--- config.mk ---
export PLATFORM = sky130hd
export DESIGN_NAME = pipe_stall_ctrl_flat
export DESIGN_NICKNAME = d
export VERILOG_FILES = /design/src/rtl/pipe_stall_ctrl_if.sv /design/src/rtl/pipe_stall_ctrl.sv /design/src/flat_wrapper.sv
export SDC_FILE = /design/constraint.sdc
export NUM_CORES = 1
export LEC_CHECK = 0
export ABC_AREA = 1
export ABC_CLOCK_PERIOD_IN_PS = 1700
export BUFFER_PORTS_ARGS = -buffer_cell sky130_fd_sc_hd__buf_2
export CORE_UTILIZATION = 37
export CTS_BUF_LIST = sky130_fd_sc_hd__clkbuf_8
export DETAILED_ROUTE_END_ITERATION = 6
export GPL_TIMING_DRIVEN = 0
export MAX_ROUTING_LAYER = met4
export SYNTH_ARGS = -nofsm -noshare
export SYNTH_HDL_FRONTEND = slang
export SYNTH_SLANG_ARGS = --single-unit
export TNS_END_PERCENT = 1
--- constraint.sdc ---
create_clock -name clk -period 1.7 [get_ports clk]
set_input_delay 0 -clock clk [delete_from_list [all_inputs] [get_ports clk]]
set_output_delay 0 -clock clk [all_outputs]
set_load 0.05 [all_outputs]
--- src/rtl/pipe_stall_ctrl_if.sv ---
// pipe_stall_ctrl_if -- hazard/stall handshake bundle between the pipeline datapath and
// pipe_stall_ctrl.
//   master (datapath side): drives hazard/branch/memory status, receives stage control.
//   slave  (controller)   : the reverse.
// Signals:
//   id_rs, id_rt     source register fields of the instruction in ID
//   ex_memread       EX instruction is a load
//   ex_rd            EX destination register
//   ex_branch_taken  branch/jump resolved taken in EX
//   mem_req          MEM stage is doing a load or store
//   mem_ready        data memory completes the access this cycle
//   pc_en .. exmem_en                    stage-register load enables
//   ifid_flush, idex_flush, memwb_bubble NOP insertion / control zeroing
//   mem_err          sticky memory-timeout error
interface pipe_stall_ctrl_if;
   logic [4:0] id_rs;
   logic [4:0] id_rt;
   logic       ex_memread;
   logic [4:0] ex_rd;
   logic       ex_branch_taken;
   logic       mem_req;
   logic       mem_ready;
   logic       pc_en;
   logic       ifid_en;
   logic       idex_en;
   logic       exmem_en;
   logic       ifid_flush;
   logic       idex_flush;
   logic       memwb_bubble;
   logic       mem_err;

   modport master (
      output id_rs, id_rt, ex_memread, ex_rd, ex_branch_taken, mem_req, mem_ready,
      input  pc_en, ifid_en, idex_en, exmem_en, ifid_flush, idex_flush, memwb_bubble, mem_err
   );

   modport slave (
      input  id_rs, id_rt, ex_memread, ex_rd, ex_branch_taken, mem_req, mem_ready,
      output pc_en, ifid_en, idex_en, exmem_en, ifid_flush, idex_flush, memwb_bubble, mem_err
   );
endinterface

--- src/rtl/pipe_stall_ctrl.sv ---
// pipe_stall_ctrl -- pipeline stall/flush controller.
// Resolves memory wait stalls, taken-branch flushes and load-use hazards, in that priority,
// and raises a sticky error when a memory access waits longer than MEM_TIMEOUT cycles.
// Ports:
//   clk    rising-edge clock
//   rst_n  synchronous active-low reset
//   bus    pipe_stall_ctrl_if.slave handshake bundle (see the interface file)
// Optional feature, enabled by defining STALL_PERF_EN:
//   stall_cycles  16-bit saturating count of non-reset cycles with pc_en=0
//   flush_count   16-bit saturating count of non-reset cycles with ifid_flush=1
module pipe_stall_ctrl #(
   parameter int unsigned MEM_TIMEOUT = 255
) (
   input  logic                 clk,
   input  logic                 rst_n,
   pipe_stall_ctrl_if.slave     bus
`ifdef STALL_PERF_EN
   ,
   output logic [15:0]          stall_cycles,
   output logic [15:0]          flush_count
`endif
);

   localparam logic [7:0] TimeoutVal = 8'(MEM_TIMEOUT);

   typedef enum logic [1:0] {StRun, StMemWait, StErr} state_e;

   state_e     state_q;
   logic [7:0] timer_q;
   logic       mem_err_q;

   logic hazard;
   logic mem_stall;
   logic pc_en, ifid_en, idex_en, exmem_en;
   logic ifid_flush, idex_flush, memwb_bubble;

   always_comb begin
      hazard = bus.ex_memread && (bus.ex_rd != 5'd0) &&
               ((bus.ex_rd == bus.id_rs) || (bus.ex_rd == bus.id_rt));
      // In MEM_WAIT the wait persists on !mem_ready regardless of mem_req.
      mem_stall = !bus.mem_ready && (bus.mem_req || (state_q == StMemWait));

      pc_en        = 1'b1;
      ifid_en      = 1'b1;
      idex_en      = 1'b1;
      exmem_en     = 1'b1;
      ifid_flush   = 1'b0;
      idex_flush   = 1'b0;
      memwb_bubble = 1'b0;

      if (!rst_n) begin
         {pc_en, ifid_en, idex_en, exmem_en} = 4'b0000;
         {ifid_flush, idex_flush, memwb_bubble} = 3'b111;
      end else begin
         case (state_q)
            StRun: begin
               if (mem_stall) begin
                  {pc_en, ifid_en, idex_en, exmem_en} = 4'b0000;
                  memwb_bubble = 1'b1;
               end else if (bus.ex_branch_taken) begin
                  // Branch squashes the hazard: the dependent instruction is being flushed.
                  ifid_flush = 1'b1;
                  idex_flush = 1'b1;
               end else if (hazard) begin
                  pc_en      = 1'b0;
                  ifid_en    = 1'b0;
                  idex_flush = 1'b1;
               end
            end
            StMemWait: begin
               // Branch/hazard ignored here; re-evaluated once back in RUN.
               if (!bus.mem_ready) begin
                  {pc_en, ifid_en, idex_en, exmem_en} = 4'b0000;
                  memwb_bubble = 1'b1;
               end
            end
            default: begin
               {pc_en, ifid_en, idex_en, exmem_en} = 4'b0000;
               memwb_bubble = 1'b1;
            end
         endcase
      end
   end

   always_ff @(posedge clk) begin
      if (!rst_n) begin
         state_q   <= StRun;
         timer_q   <= 8'd0;
         mem_err_q <= 1'b0;
`ifdef STALL_PERF_EN
         stall_cycles <= 16'd0;
         flush_count  <= 16'd0;
`endif
      end else begin
         case (state_q)
            StRun: begin
               if (bus.mem_req && !bus.mem_ready) begin
                  state_q <= StMemWait;
                  timer_q <= 8'd1;
               end
            end
            StMemWait: begin
               if (bus.mem_ready) begin
                  state_q <= StRun;
                  timer_q <= 8'd0;
               end else if (timer_q == TimeoutVal) begin
                  // Set alongside the state so mem_err is high from the first ERR cycle.
                  state_q   <= StErr;
                  mem_err_q <= 1'b1;
               end else if (timer_q != 8'hFF) begin
                  timer_q <= timer_q + 8'd1;
               end
            end
            default: begin
               state_q   <= StErr;
               mem_err_q <= 1'b1;
            end
         endcase
`ifdef STALL_PERF_EN
         if (!pc_en && (stall_cycles != 16'hFFFF)) stall_cycles <= stall_cycles + 16'd1;
         if (ifid_flush && (flush_count != 16'hFFFF)) flush_count <= flush_count + 16'd1;
`endif
      end
   end

   assign bus.pc_en        = pc_en;
   assign bus.ifid_en      = ifid_en;
   assign bus.idex_en      = idex_en;
   assign bus.exmem_en     = exmem_en;
   assign bus.ifid_flush   = ifid_flush;
   assign bus.idex_flush   = idex_flush;
   assign bus.memwb_bubble = memwb_bubble;
   assign bus.mem_err      = mem_err_q;

endmodule
--- src/flat_wrapper.sv ---
// flat-port wrapper written by rule: the top's interface ports become plain ports
module pipe_stall_ctrl_flat 
#(
   parameter int unsigned MEM_TIMEOUT = 255
)
  (clk, rst_n, bus_id_rs, bus_id_rt, bus_ex_memread, bus_ex_rd, bus_ex_branch_taken, bus_mem_req, bus_mem_ready, bus_pc_en, bus_ifid_en, bus_idex_en, bus_exmem_en, bus_ifid_flush, bus_idex_flush, bus_memwb_bubble, bus_mem_err);
  pipe_stall_ctrl_if bus_i ();
  input  logic clk;
  input  logic rst_n;
  input wire logic [$bits(bus_i.id_rs)-1:0] bus_id_rs;
  input wire logic [$bits(bus_i.id_rt)-1:0] bus_id_rt;
  input wire logic [$bits(bus_i.ex_memread)-1:0] bus_ex_memread;
  input wire logic [$bits(bus_i.ex_rd)-1:0] bus_ex_rd;
  input wire logic [$bits(bus_i.ex_branch_taken)-1:0] bus_ex_branch_taken;
  input wire logic [$bits(bus_i.mem_req)-1:0] bus_mem_req;
  input wire logic [$bits(bus_i.mem_ready)-1:0] bus_mem_ready;
  output wire logic [$bits(bus_i.pc_en)-1:0] bus_pc_en;
  output wire logic [$bits(bus_i.ifid_en)-1:0] bus_ifid_en;
  output wire logic [$bits(bus_i.idex_en)-1:0] bus_idex_en;
  output wire logic [$bits(bus_i.exmem_en)-1:0] bus_exmem_en;
  output wire logic [$bits(bus_i.ifid_flush)-1:0] bus_ifid_flush;
  output wire logic [$bits(bus_i.idex_flush)-1:0] bus_idex_flush;
  output wire logic [$bits(bus_i.memwb_bubble)-1:0] bus_memwb_bubble;
  output wire logic [$bits(bus_i.mem_err)-1:0] bus_mem_err;
  assign bus_i.id_rs = bus_id_rs;
  assign bus_i.id_rt = bus_id_rt;
  assign bus_i.ex_memread = bus_ex_memread;
  assign bus_i.ex_rd = bus_ex_rd;
  assign bus_i.ex_branch_taken = bus_ex_branch_taken;
  assign bus_i.mem_req = bus_mem_req;
  assign bus_i.mem_ready = bus_mem_ready;
  assign bus_pc_en = bus_i.pc_en;
  assign bus_ifid_en = bus_i.ifid_en;
  assign bus_idex_en = bus_i.idex_en;
  assign bus_exmem_en = bus_i.exmem_en;
  assign bus_ifid_flush = bus_i.ifid_flush;
  assign bus_idex_flush = bus_i.idex_flush;
  assign bus_memwb_bubble = bus_i.memwb_bubble;
  assign bus_mem_err = bus_i.mem_err;
  pipe_stall_ctrl #(.MEM_TIMEOUT(MEM_TIMEOUT)) u_core (.clk(clk), .rst_n(rst_n), .bus(bus_i));
endmodule
==> reports/results.ini, run 1 <==
[grt]
first_global_vias = 845
grt_start_max_net_pins = 11
overflow = 0
track_usage_pct = 17.3
grt_first_pass_wirelength_um = 3310
initial_antenna_violation_count = 0

[routing]
drt_wl_total_um = 1870
route.detailed.drc = 0
antenna_violating_nets_post_route = 0
drtIter0Drc = 16
firstDrtPassIters = 4
routedWlPerCell_um = 8.71
routed_via_density = 4.55
routed-via-count = 979

[floorplan]
io-pin-count = 29
initial_utilization_pct = 39.1
dieArea_mm2 = 0.00251
std_cell_rows = 17
fp.coreArea_mm2 = 0.00219
die_width_um = 50.1
die_height_um = 50.1

[cts]
clock_tree_from_tritoncts = done
clock_path_buffers = 2
clk_root_buffer_cell = clkbuf_8
worst_skew_pair_latency_ns = 0.24
cts_htree_levels = 1
clock_sink_count = 11
clkTransAtPathRegs_ns = 0.05
tritoncts.num_buffers = 3
cts-hold-fix-buffers = 0

[setup_path]
path_class = flop to output pin
worst-path-buf-inv = 6
critical_path_arrival_ns = 1.56
setup.worst_path.start_class = flop
cp_top_family = buffers and inverters
crit_path_end_kind = output pin
crit_cells = 10
crit_slowest_cell = dfxtp_1
crit_path_cell_trace = inv_1 -> nor2_4 -> inv_1 -> nor2_1 -> inv_1 -> o21ai_0 -> inv_1 -> a21oi_2 -> buf_4 -> buf_6
most_used_cell_cp = inv_1
worstPathRequired_ns = 1.70
cp_slowest_stage_delay_ns = 0.32
r2r_cells = 8
critical_path.max_fanout = 4

[place]
dp_cells = 205
detailedPlacementHpwl_um = 1450
placement.cell_area_mm2 = 0.00104
place.gp.congestion = 0.772
io_buffers = 28

[power_and_ir_drop]
vdd.ir_drop.worst_mv = 0.521
leakage_nw = 0.640
power_density_mw_per_mm2 = 692

[timing]
period_needed_ns = 1.56
finalMaxSlewViolations = 0
report.final.hold_viol_count = 0
clock_skew_ns = 0.000719
final.setup.tns_ns = 0
headroom_to_the_max_slew_limit_pct = 79.2
timing.final.setup_violations = 0
max_clock_freq_mhz = 640
min_hold_slack_ns = 0.0731
worst_slew_pin_slew_ns = 0.310
layout_worst_path_cycle_share_pct = 91.9

[finish]
fillCellCount = 219
final_design_area_no_fill_mm2 = 0.00116
final_core_utilization_pct = 52.9
fin_cells = 215
antenna_cells_inserted = 0
area.sequential_um2 = 220
area_growth_pct = 35.2
layout-drive-gt1-share_pct = 27.8
design.final.nets = 210
multi_input_logic_area_um2 = 537

[synthesis]
syn-cell-area_um2 = 857
unique_cell_type_count_in_the_yosys_netlist = 20
synth.avg_cell_area_um2 = 5.75
synth.yosys.seq_area_share_pct = 25.7
mappedNetlistNets = 171
yosys_warnings = 0
netlist_instances = 149
ys_seq_elements = 11

[hold_path]
holdCritPathClass = primary input to flop
hold_depth = 3

[status]
run_status = finished, final reports clean

[job]
drv.max_cap_violation_count = 0

-- tightest hold or removal path: cells and delay by family --
family | cells | cell delay (ns)
simple gates | 2 | 0.14
buf+inv | 1 | 0.12
-- metal layers --
layer	vias to the layer above	share of wire, %	GRT usage, %
met5	-	0	-
met4	0	0.75	2.86
met3	2	5.3	5.45
met2	26	46	28.9
met1	415	48	20.4
li1	536	-	-
-- final cells by class --
cell class	count	area share [%]
flip-flops and latches	11	19.0
inverters	30	9.72
well taps	28	3.02
multi-input cells	106	46.3
repair buffers	34	16.7
plain buffers	2	1.30
clock inverters	1	0.324
clock buffers	3	3.56
-- cell usage in the layout (no fill, tap or decap), types with 3 or more instances in the layout --
master / n
a21oi_1: 6
nand4_1: 8
nor2_1: 21
nand2_1: 45
inv_1: 30
buf_4: 8
clkbuf_8: 3
dfxtp_1: 11
nand3_1: 5
o21ai_0: 4
buf_2: 26
-- power breakdown --
part | internal (mW) | leakage, nW | switching (mW)
logic | 0.103 | 0.524 | 0.164
registers | 0.266 | 0.0892 | 0.00712
clock network | 0.159 | 0.0269 | 0.103
-- synthesized netlist by cell type --
| cell | n | area [µm²] |
|---|---|---|
| nand3_1 | 5 | 25.0 |
| nor2_1 | 22 | 82.6 |
| dfxtp_1 | 11 | 220 |
| nand2_2 | 2 | 12.5 |
| nand2_1 | 45 | 169 |
| o21bai_1 | 1 | 7.51 |
| nand3_4 | 1 | 17.5 |
| ha_1 | 1 | 12.5 |
| xnor2_1 | 2 | 17.5 |
| nor3_2 | 1 | 10.0 |
| a31o_2 | 1 | 8.76 |
| clkinv_1 | 1 | 3.75 |
| nand4_1 | 8 | 50.1 |
| inv_1 | 29 | 109 |
| o21ai_0 | 5 | 25.0 |
| or2_2 | 2 | 12.5 |
| a2bb2oi_1 | 1 | 8.76 |
| a21oi_1 | 8 | 40.0 |
| nand3_2 | 1 | 10.0 |
| buf_4 | 2 | 15.0 |
-- registers in the layout, indices dropped and copies added (netlist names) --
name                count
u_core.bus.mem_err      1
u_core.timer_q          8
u_core.state_q          2
-- logic make-up after synthesis --
group	after synthesis	share of synthesized area (%)
buffers and inverters	32	14.9
adder cells (fa/ha/maj)	1	1.46
flip-flops	11	25.7
XOR/XNOR	2	2.04
AO/OA/AOI/OAI	16	10.5
AND/OR/NAND/NOR	87	45.4
-- final timing paths --
check,to,from,slack (ns)
max,bus_pc_en,u_core.state_q[0],0.14
min,u_core.timer_q[1],rst_n,0.07
max reg2reg,u_core.timer_q[1],u_core.timer_q[0],0.16
min reg2reg,u_core.bus.mem_err,u_core.bus.mem_err,0.46
-- repair_timing --
| action | CTS | global route |
|---|---|---|
| gates cloned | 0 | 0 |
| pin swaps | 0 | 2 |
| setup endpoints to repair | 3 | 7 |
| resized for setup | 2 | 5 |
| buffers inserted | 0 | 6 |
-- stage by stage --
stage               power [mW]  setup WS, ns
floorplan                0.448       -0.0239
global placement         0.510        0.0966
detailed placement       0.511         0.107
CTS                      0.774        0.0178
global route             0.842       -0.0214
finish                   0.802         0.137
(Power assumes the default switching activity.)
==> run 2, diff against run 1 <==
- RECOVER_POWER: unset -> 50
- SKIP_CTS_REPAIR_TIMING: unset -> 1
==> reports/results.ini, run 2 (synthesis gave the netlist of run 1 again) <==
[routing]
route.detailed.drc = 0  ; unchanged
drtIter0Drc = 18  ; was 16
firstDrtPassIters = 4  ; unchanged
antenna_violating_nets_post_route = 0  ; unchanged
drt_wl_total_um = 1870  ; about the same
routed-via-count = 988  ; was 979
routedWlPerCell_um = 8.69  ; was 8.71 µm
routed_via_density = 4.60  ; was 4.55

[timing]
worst_slew_pin_slew_ns = 0.589  ; was 0.310 ns
layout_worst_path_cycle_share_pct = 91.9  ; about the same
headroom_to_the_max_slew_limit_pct = 60.9  ; was 79.2%
final.setup.worst_slack_ns = 0.138  ; was 0.137 ns
min_hold_slack_ns = 0.0701  ; was 0.0731 ns
finalMaxSlewViolations = 0  ; unchanged
final.setup.tns_ns = 0  ; unchanged
max_clock_freq_mhz = 640  ; about the same
period_needed_ns = 1.56  ; about the same
timing.final.setup_violations = 0  ; unchanged
clock_skew_ns = 0.000784  ; was 0.000719 ns
report.final.hold_viol_count = 0  ; unchanged

[grt]
track_usage_pct = 17.2  ; was 17.3%
met2_usage_pct = 28.9  ; unchanged
first_global_vias = 843  ; was 845
initial_antenna_violation_count = 0  ; unchanged
grt_start_max_net_pins = 11  ; unchanged
overflow = 0  ; unchanged
grt_first_pass_wirelength_um = 3300  ; was 3310 µm
global_route.usage.met1_pct = 20.3  ; was 20.4%
gr-max-usage-layer = met2  ; unchanged
global_route.usage.met3_pct = 5.45  ; unchanged

[floorplan]
dieArea_mm2 = 0.00251  ; unchanged
fp.coreArea_mm2 = 0.00219  ; unchanged
io-pin-count = 29  ; unchanged
die_height_um = 50.1  ; unchanged
std_cell_rows = 17  ; unchanged
die_width_um = 50.1  ; unchanged
initial_utilization_pct = 39.1  ; unchanged

[setup_path]
critical_path.max_fanout = 4  ; unchanged
crit_path_end_kind = output pin  ; unchanged
worstPathRequired_ns = 1.70  ; about the same
cp_slowest_stage_delay_ns = 0.32  ; about the same
path_class = flop to output pin  ; unchanged
crit_path_cell_trace = inv_1 -> nor2_4 -> inv_1 -> nor2_1 -> inv_1 -> o21ai_0 -> inv_1 -> a21oi_2 -> buf_4 -> buf_6  ; unchanged
r2r_start = u_core.timer_q[0]  ; unchanged
worst-path-buf-inv = 6  ; unchanged
ff2ff_setup_slack_ns = 0.16  ; about the same
critical_path_arrival_ns = 1.56  ; about the same
crit_path_start = u_core.state_q[0]  ; unchanged
crit_slowest_cell = dfxtp_1  ; unchanged
setup.worst_path.start_class = flop  ; unchanged
cp_top_family = buffers and inverters  ; unchanged
most_used_cell_cp = inv_1  ; unchanged

[cts]
clkTransAtPathRegs_ns = 0.05  ; about the same
tritoncts.num_buffers = 3  ; unchanged
clk_root_buffer_cell = clkbuf_8  ; unchanged
clock_tree_from_tritoncts = done  ; unchanged
worst_skew_pair_latency_ns = 0.24  ; about the same
cts_htree_levels = 1  ; unchanged
clock_sink_count = 11  ; unchanged
clock_path_buffers = 2  ; unchanged

[place]
place_worst_setup_slack_ns = 0.107  ; unchanged
placement.cell_area_mm2 = 0.00104  ; unchanged
detailedPlacementHpwl_um = 1450  ; unchanged
io_buffers = 28  ; unchanged
place.gp.congestion = 0.772  ; unchanged
dp_cells = 205  ; unchanged

[finish]
final_core_utilization_pct = 52.8  ; was 52.9%
layout_commonest_cell = nand2_1  ; unchanged
antenna_cells_inserted = 0  ; unchanged
area_growth_pct = 34.9  ; was 35.2%
layout-drive-gt1-share_pct = 26.7  ; was 27.8%
fin_cells = 215  ; unchanged
final_design_area_no_fill_mm2 = 0.00116  ; about the same
design.final.nets = 210  ; unchanged
top_register = u_core.timer_q  ; unchanged
largest_register_ff_count = 8  ; unchanged
final_cell_mix = 45 x nand2_1, 30 x inv_1, 21 x nor2_1, 21 x buf_2, 11 x dfxtp_1  ; was 45 x nand2_1, 30 x inv_1, 26 x buf_2

[hold_path]
holdCritPathClass = primary input to flop  ; unchanged
worst_hold_startpoint = rst_n  ; unchanged

[power_and_ir_drop]
power_density_mw_per_mm2 = 693  ; was 692 mW/mm²
leakage_nw = 0.635  ; was 0.640 nW
vdd.ir_drop.worst_mv = 0.514  ; was 0.521 mV
total_power_mw = 0.802  ; about the same

[status]
run_status = finished, final reports clean  ; unchanged

[job]
drv.max_cap_violation_count = 0  ; unchanged

-- run 2: cell types whose count changed in the layout (fill, tap and decap cells not counted) --
cell and delta:
clkbuf_1 +2, buf_2 -5, clkbuf_2 +3
-- run 2: worst min-delay path: stages --
cell     delay, ns
buf_2         0.12
nand2_1       0.09
nor2_1        0.05
-- run 2: area by class of cell --
cell class                 count  area, µm²
clock inverter                 1       3.75
inverter                      30        113
multi-input combinational    106        537
clock buffer                   3       41.3
sequential                    11        220
fill                         223       1030
tap                           28       35.0
timing repair buffer          34        191
buffer                         2       15.0
-- run 2: report_power, final --
| part | internal, mW | switching (mW) | leakage [nW] |
|---|---|---|---|
| clock | 0.159 | 0.103 | 0.0269 |
| combinational | 0.102 | 0.164 | 0.519 |
| sequential | 0.266 | 0.00700 | 0.0892 |
| total | 0.527 | 0.274 | 0.635 |
-- run 2: worst paths after layout --
| kind | endpoint | cells past startpoint |
|---|---|---|
| worst max-delay path | bus_pc_en | 10 |
| worst min-delay path | u_core.timer_q[1] | 3 |
| worst max register to register | u_core.timer_q[1] | 8 |
| worst min register to register | u_core.bus.mem_err | 2 |
-- run 2: per-layer routing --
| layer | vias to the layer above | share of wire, % |
|---|---|---|
| met5 | - | 0 |
| met4 | 0 | 0.75 |
| met3 | 2 | 5.8 |
| met2 | 30 | 46 |
| met1 | 420 | 48 |
| li1 | 536 | - |
==> run 3, diff against run 2 <==
- CORE_MARGIN: unset -> 3
==> reports/results.ini, run 3 (synthesis gave the netlist of run 1 again) <==
[status]
run_status = finished, final reports clean  ; unchanged

[setup_path]
r2r_start = u_core.timer_q[0]  ; unchanged
worstPathRequired_ns = 1.70  ; about the same
critical_path.max_fanout = 3  ; was 4
cp_top_family = buffers and inverters  ; unchanged
regToRegEndpoint = u_core.timer_q[3]  ; was u_core.timer_q[1]
crit_path_cell_trace = inv_1 -> nor2_4 -> inv_1 -> nor2_1 -> inv_1 -> o21ai_0 -> inv_1 -> a21oi_2 -> buf_4 -> buf_6  ; unchanged
crit_path_end_kind = output pin  ; unchanged
r2r_cells = 8  ; unchanged
setup.worst_path.start_class = flop  ; unchanged
cp_slowest_stage_delay_ns = 0.34  ; was 0.32 ns
ff2ff_setup_slack_ns = 0.16  ; about the same
most_used_cell_cp = inv_1  ; unchanged
worst-path-buf-inv = 6  ; unchanged
critical_path_arrival_ns = 1.58  ; was 1.56 ns
path_class = flop to output pin  ; unchanged
crit_slowest_cell = dfxtp_1  ; unchanged

[hold_path]
holdCritPathClass = primary input to flop  ; unchanged
hold_depth = 3  ; unchanged
worst_hold_startpoint = rst_n  ; unchanged
hold_end = u_core.timer_q[1]  ; unchanged

[routing]
firstDrtPassIters = 4  ; unchanged
drt_wl_total_um = 2070  ; was 1870 µm
routed_via_density = 4.64  ; was 4.60
antenna_violating_nets_post_route = 0  ; unchanged
drtIter0Drc = 19  ; was 18
routedWlPerCell_um = 9.67  ; was 8.69 µm
routed-via-count = 993  ; was 988
route.detailed.drc = 0  ; unchanged

[cts]
clkTransAtPathRegs_ns = 0.05  ; about the same
worst_skew_pair_latency_ns = 0.25  ; was 0.24 ns
tritoncts.num_buffers = 3  ; unchanged
clock_path_buffers = 2  ; unchanged
clock_sink_count = 11  ; unchanged
clock_tree_from_tritoncts = done  ; unchanged
clk_root_buffer_cell = clkbuf_8  ; unchanged
cts_htree_levels = 1  ; unchanged

[floorplan]
dieArea_mm2 = 0.00293  ; was 0.00251 mm²
fp.coreArea_mm2 = 0.00208  ; was 0.00219 mm²
die_height_um = 54.1  ; was 50.1 µm
die_width_um = 54.1  ; was 50.1 µm
initial_utilization_pct = 41.2  ; was 39.1%
std_cell_rows = 16  ; was 17
io-pin-count = 29  ; unchanged

[finish]
final_core_utilization_pct = 55.6  ; was 52.8%
area_growth_pct = 35.0  ; was 34.9%
antenna_cells_inserted = 0  ; unchanged
layout_commonest_cell = nand2_1  ; unchanged
final_cell_mix = 45 x nand2_1, 30 x inv_1, 23 x buf_2  ; was 45 x nand2_1, 30 x inv_1, 21 x nor2_1, 21 x buf_2, 11 x dfxtp_1
layout-drive-gt1-share_pct = 27.3  ; was 26.7%
design.final.nets = 210  ; unchanged
largest_register_ff_count = 8  ; unchanged
top_register = u_core.timer_q  ; unchanged
fin_cells = 214  ; was 215

[place]
dp_cells = 204  ; was 205
detailedPlacementHpwl_um = 1580  ; was 1450 µm
io_buffers = 28  ; unchanged
place.gp.congestion = 0.723  ; was 0.772

[grt]
grt_first_pass_wirelength_um = 3570  ; was 3300 µm
grt_start_max_net_pins = 11  ; unchanged
track_usage_pct = 17.0  ; was 17.2%
first_global_vias = 892  ; was 843
overflow = 0  ; unchanged
initial_antenna_violation_count = 0  ; unchanged

[timing]
grt_setup_unrepaired = yes
period_needed_ns = 1.58  ; was 1.56 ns
worst_slew_pin_slew_ns = 0.599  ; was 0.589 ns
max_clock_freq_mhz = 631  ; was 640 MHz
report.final.hold_viol_count = 0  ; unchanged
clock_skew_ns = 0.00281  ; was 0.000784 ns
finalMaxSlewViolations = 0  ; unchanged
timing.final.setup_violations = 0  ; unchanged
headroom_to_the_max_slew_limit_pct = 60.2  ; was 60.9%
layout_worst_path_cycle_share_pct = 93.2  ; was 91.9%

[power_and_ir_drop]
total_power_mw = 0.810  ; was 0.802 mW
power_density_mw_per_mm2 = 700  ; was 693 mW/mm²
vdd.ir_drop.worst_mv = 0.590  ; was 0.514 mV
leakage_nw = 0.635  ; about the same

[job]
drv.max_cap_violation_count = 0  ; unchanged

==> run 3: stage by stage <==
step	TNS (ns)	hold slack, ns	worst slack (ns)	cell area [µm²]
floorplan	-0.0428	0.149	-0.0239	868
global placement	0	0.320	0.0858	1040
detailed placement	0	0.324	0.0697	1040
CTS	-0.381	0.0695	-0.199	1090
global route	-0.0386	0.0889	-0.0279	1160
finish	0	0.0685	0.116	1160
==> run 3: cell type report <==
class	count	area [µm²]
fillers	217	925
repair buffers	34	191
clock buffers	3	41.3
plain buffers	2	15.0
inverters	30	113
clock inverters	1	3.75
well taps	27	33.8
flip-flops and latches	11	220
multi-input cells	106	539
==> run 3: per-layer routing <==
metal  part of all wire, %  wire length [µm]  track usage, %  up-vias
met1                    48               988            20.7      423
met2                    43               893            26.9       30
met4                   2.8                57            4.98        0
met3                   6.3               130            5.26        4
met5                     0                 0               -        -
li1                      -                 -               -      536
==> run 3: where the power goes <==
part / leakage [nW] / switching (mW) / internal [mW]
combinational: 0.519 / 0.165 / 0.103
sequential: 0.0892 / 0.00763 / 0.266
clock: 0.0269 / 0.109 / 0.159
==> run 3: worst register-to-register path, cell delays in order (launching register included) <==
cell and delay (ns):
dfxtp_1 0.39, ha_2 0.24, nand3_2 0.12, nor3_4 0.23
nand2_2 0.13, nand3_4 0.13, inv_1 0.07, nand2_1 0.06
a21oi_1 0.05
==> run 3: worst max-delay path by stage <==
stage                       from               end  slack [ns]  cells past startpoint
2_1_floorplan  u_core.state_q[0]  bus_memwb_bubble       -0.02                      7
3_3_place_gp   u_core.state_q[0]         bus_pc_en        0.09                     10
3_5_place_dp   u_core.state_q[0]         bus_pc_en        0.07                     10
4_1_cts        u_core.state_q[0]         bus_pc_en       -0.20                     10
5_1_grt        u_core.state_q[0]         bus_pc_en       -0.03                     10
6_report       u_core.state_q[0]         bus_pc_en        0.12                     10
